### config.mk
export PLATFORM = sky130hd
export DESIGN_NAME = hd_fifo
export DESIGN_NICKNAME = d
export VERILOG_FILES = /design/src/rtl/hd_fifo.sv
export SDC_FILE = /design/constraint.sdc
export NUM_CORES = 1
export LEC_CHECK = 0
export CAP_MARGIN = 20
export CORE_ASPECT_RATIO = 0.9
export CORE_UTILIZATION = 35
export DETAILED_ROUTE_END_ITERATION = 12
export PLACE_DENSITY = 0.66
export SETUP_SLACK_MARGIN = 0.15
export SYNTH_ARGS = -nofsm -noshare
export SYNTH_HDL_FRONTEND = slang
export SYNTH_SLANG_ARGS = --single-unit
export TNS_END_PERCENT = 5
### constraint.sdc
create_clock -name clk -period 2 [get_ports clk]
set_input_delay 0.4 -clock clk [delete_from_list [all_inputs] [get_ports clk]]
set_output_delay 0.4 -clock clk [all_outputs]
set_load 0.01 [all_outputs]
### src/rtl/hd_fifo.sv
// hd_fifo: elastic valid/ready buffer of DEPTH entries between two datapath stages.
// Optional same-cycle bypass when idle is enabled by defining HD_FIFO_BYPASS_EN.
module hd_fifo #(
  parameter int DATA_WIDTH = 16,
  parameter int DEPTH      = 4
) (
  input  logic                      clk,
  input  logic                      rst,
  input  logic                      in_valid,
  output logic                      in_ready,
  input  logic [DATA_WIDTH-1:0]     in_data,
  output logic                      out_valid,
  input  logic                      out_ready,
  output logic [DATA_WIDTH-1:0]     out_data,
  output logic [$clog2(DEPTH):0]    count
);

  localparam int AW = $clog2(DEPTH);
  localparam logic [AW:0] FULL_COUNT = (AW+1)'(DEPTH);

  logic [DATA_WIDTH-1:0] mem_q [DEPTH];
  logic [AW-1:0]         wrPtr_q, wrPtr_d;
  logic [AW-1:0]         rdPtr_q, rdPtr_d;
  logic [AW:0]           count_q, count_d;
  logic                  fifoEmpty;
  logic                  pushEn;
  logic                  popEn;
  logic                  bypassEn;

  assign fifoEmpty = (count_q == '0);

  // in_ready comes from registered occupancy only, so a pop never frees a slot in the same cycle
  assign in_ready = (count_q != FULL_COUNT);
  assign count    = count_q;

`ifdef HD_FIFO_BYPASS_EN
  assign bypassEn  = fifoEmpty && in_valid && out_ready;
  assign out_valid = !fifoEmpty || in_valid;
  assign out_data  = !fifoEmpty ? mem_q[rdPtr_q] :
                     (in_valid ? in_data : '0);
`else
  assign bypassEn  = 1'b0;
  assign out_valid = !fifoEmpty;
  assign out_data  = !fifoEmpty ? mem_q[rdPtr_q] : '0;
`endif

  // Decide the transfers for this edge and the resulting pointer/occupancy values
  always_comb begin
    pushEn  = in_valid && in_ready && !bypassEn;
    popEn   = !fifoEmpty && out_ready;
    wrPtr_d = wrPtr_q;
    rdPtr_d = rdPtr_q;
    count_d = count_q;
    if (pushEn) begin
      wrPtr_d = wrPtr_q + 1'b1;
    end
    if (popEn) begin
      rdPtr_d = rdPtr_q + 1'b1;
    end
    case ({pushEn, popEn})
      2'b10:   count_d = count_q + 1'b1;
      2'b01:   count_d = count_q - 1'b1;
      default: count_d = count_q;
    endcase
  end

  // Pointer and occupancy registers, cleared immediately by reset
  always_ff @(posedge clk or posedge rst) begin
    if (rst) begin
      wrPtr_q <= '0;
      rdPtr_q <= '0;
      count_q <= '0;
    end else begin
      wrPtr_q <= wrPtr_d;
      rdPtr_q <= rdPtr_d;
      count_q <= count_d;
    end
  end

  // Storage array is written on push only and deliberately left out of reset
  always_ff @(posedge clk) begin
    if (pushEn) begin
      mem_q[wrPtr_q] <= in_data;
    end
  end

endmodule

==> results.md <==
- Across the run, the number of max-cap violations was 0.
- The post-DP HPWL is 3.39 mm.
- Including well taps, the total number of placed cells is 292.
- The floorplan step defined a die boundary enclosing 0.00856 mm^2.
- Of all nets on the critical path, the largest fanout is 4.
- The highest cell delay on the worst timing path is 0.49 ns.
- The top flip-flop cell by instance count after synthesis is edfxtp_1.
- The H-tree level count is 3.
- In the routed layout, each cell is associated on average with a via count of 4.66.
- The dominant cell type by count on the critical path is buf_6.
- The number of max-slew violations in the final report came to 0.
- The count of nets left with antenna violations after detail routing is 0.
- The number of vias after detailed routing is 1,469.
- The slack of the worst reg-to-reg path is 0.03 ns.
- The final global-route overflow total is 0.
- The first global-routing pass estimated 8.18 mm of wire.
- Cells with a size suffix above 1 make up 46.1% of the layout.
- STA puts the critical path data required time at 1.60 ns.
- The fill cell instance count of the final layout is 674.
- The first routing iteration left 90 violations.
- The total DRC errors in the routed layout is 0.
- The leading cell type in the layout, fill and taps excluded is edfxtp_1.
- Data arrives at the worst endpoint at 1.77 ns.
- STA classifies the critical path startpoint as a flop.
- The number of buffers added on ports is 40.
- The endpoint type of the worst setup path is an output port.
- The average instance in the mapped netlist occupies 20.5 um^2.
- Routability-driven placement finished with a final weighted congestion of 0.751.
- The pin slew with the least headroom to its limit is 0.338 ns.
- After layout, the worst setup slack is -0.166 ns.
- In this run the deepest clock path goes through 2 buffers.
- TritonCTS created 9 clock buffers.
- After routing the design area is 0.00388 mm^2.
- The height of the die is 87.9 um.
- The total number of yosys warnings is 0.
- The number of standard cells after synthesis is 140.
- Setup repair after global routing could not meet its margin everywhere.
- The via count of the first global-routing pass is 1,576.
- The first detailed-routing pass took 3 iterations.
- The worst slew slack as a fraction of its limit is 77.5%.
- Clock tree synthesis selected as its root buffer the cell clkbuf_8.
- The sequential element share of the synthesized area is 73.1%.
- After synthesis, the share of flip-flops with an asynchronous set or reset is 9.86%.
- The analysis attributes to net switching a power of 1.71 mW.
- The number of nets in the synthesized netlist is 166.
- The synthesized design contains 64 enable-type register cells.
- After clock tree synthesis, the clock-pin slew on the worst setup and hold paths is 0.07 ns.
- Power comes to 5.97 mW.
- The average wire per cell in the routed design is 16.1 um.
- The number of cells on the worst reg-to-reg path is 9.
- At the end of the flow the core is filled with cells to 50.2%.
- The core area is 0.00773 mm^2.
- The floorplan has 30 rows.
- The relative contribution of the clock network to total power is 18.2%.
- The count of unique library cells instantiated by Yosys is 22.
- The hold violation count in the final report is 0.
- The highest achievable clock rate is 0.462 GHz.
- The flow ran to the end, but the final reports show violations.
- The final number of setup-violating endpoints is 17.
- The net count reported at finish is 240.
- The worst register-to-register path ends at count[2].
- Clock skew on the completed layout was measured at 0.00676 ns.
- The checks that failed: setup timing.
- The shortest period the worst path allows is 2.17 ns.
- Across all hold checks on the routed design, the worst slack comes to 0.314 ns.
- The portion of total power attributed to combinational logic is 46.5%.
- The number of sinks driven by the clock tree is 71.
- The total negative setup slack is -1.95 ns.
- The width of the die is 97.4 um.
- The share of total power in sequential cells is 35.3%.
- The switching share of power is 28.7%.
- The largest vdd supply drop is 0.000576 V.
- The cell internal power dissipation is 4.26 mW.
- Traced cell by cell, the critical path runs through buf_6, buf_6, mux4_2, and2_4, buf_6.
- In this run the cell area of the synthesized design comes to 0.00287 mm^2.
- In the layout the commonest cells are edfxtp_1, clkdlybuf4s50_1, buf_6, mux4_2, buf_4.
- From synthesis to final layout, the design area changed by 35.2%.
- The power per cell area is 1540 mW/mm^2.
- The number of antenna violations at the first check in global routing came to 0.
- The total global routing track utilization is 13.0%.
- After synthesis the netlist holds a flip-flop and latch count of 71.
- The minimum setup slack after placement is -0.167 ns.
- The largest individual stage delay along the critical path comes from the cell mux4_2.
- Summed over all layers, the routed wires come to 5.08 mm.
- The startpoint identified for the worst register-to-register timing path is count[1].
- The placed standard-cell area is 0.00357 mm^2.
- The worst setup path is of the flop to output port kind.
- The starting utilization of the core area is 37.1%.
- The repair_antennas step left the layout with diodes totalling 0.
- The source-to-sink clock delay at the later pin of the worst-skew pair is 0.34 ns.
- The final critical path takes up 108% of the cycle.
- The pin count of the biggest net entering global routing is 18.
- The path class of the tightest hold or removal check is input pin to async pin.
- The number of non-filler instances in the completed layout is 315.
- In this run the static leakage power is 1.44 nW.
- In this run the count of I/O pins placed on the die edge is 41.
- The TritonCTS clock tree is yes.
[synth_stat cells (3+ instances only)]
master	number	share of area, %
and2_1	17	3.7
ha_1	5	2.2
xor2_1	3	0.92
and3_2	4	1.0
xnor2_1	3	0.92
inv_1	7	0.92
mux4_2	15	12
buf_2	3	0.52
edfxtp_1	64	67
dfrtp_1	7	6.1
[power by group through the flow]
stage / Clock, mW / Sequential (mW) / Combinational [mW]
5_1_grt: 1.16 / 2.14 / 2.98
6_report: 1.09 / 2.11 / 2.78
4_1_cts: 1.11 / 2.11 / 2.55
2_1_floorplan: 0 / 2.11 / 1.31
3_5_place_dp: 0 / 2.13 / 2.45
3_3_place_gp: 0 / 2.12 / 2.43
[flip-flops by register name, summed over array words and instances, names as in the netlist]
register  flops
mem_q        64
count         3
rdPtr_q       2
wrPtr_q       2
[worst max-delay path by stage]
stage,from,end,slack (ns),cells past startpoint
2_1_floorplan,count[0],count[2],-0.04,9
3_3_place_gp,out_ready,count[2],-0.17,8
3_5_place_dp,out_ready,count[2],-0.17,8
4_1_cts,rdPtr_q[0],out_data[2],-0.19,5
5_1_grt,rdPtr_q[0],out_data[2],-0.22,5
6_report,rdPtr_q[0],out_data[2],-0.17,5
[cells by family after synthesis]
| kind of cell | count (synthesis) | share of synthesized area (%) |
|---|---|---|
| flops | 71 | 73.1 |
| simple gates | 26 | 5.97 |
| mux | 18 | 13.6 |
| buf+inv | 13 | 2.66 |
| xor+xnor | 6 | 1.83 |
| fa+ha+maj | 6 | 2.88 |
[repair_timing]
action                     CTS  global route
hold buffers                 0             0
setup endpoints to repair   20            21
buffers inserted             6             1
hold endpoints to repair     0             0
pin swaps                   17             3
gates resized for setup     89            17
[worst max-delay path, delay by kind of cell (launching register included)]
family | cells | cell delay (ns)
flops | 1 | 0.42
mux | 1 | 0.49
simple gates | 1 | 0.17
buf+inv | 3 | 0.35
[area by class of cell]
cell class / count / area [um^2] / area share (%)
clock buffer: 10 / 128 / 3.29
clock inverter: 6 / 60.1 / 1.55
inverter: 7 / 26.3 / 0.677
multi-input combinational: 56 / 744 / 19.2
sequential: 71 / 2100 / 54.1
tap: 96 / 120 / 3.10
timing repair buffer: 69 / 702 / 18.1
[metal layers]
metal	track usage [%]	share of wire, %
met5	0	0
met3	4.71	4.5
met1	16.8	45
met2	21.3	49
met4	2.81	0.83
Power figures use the tool's default switching activity.
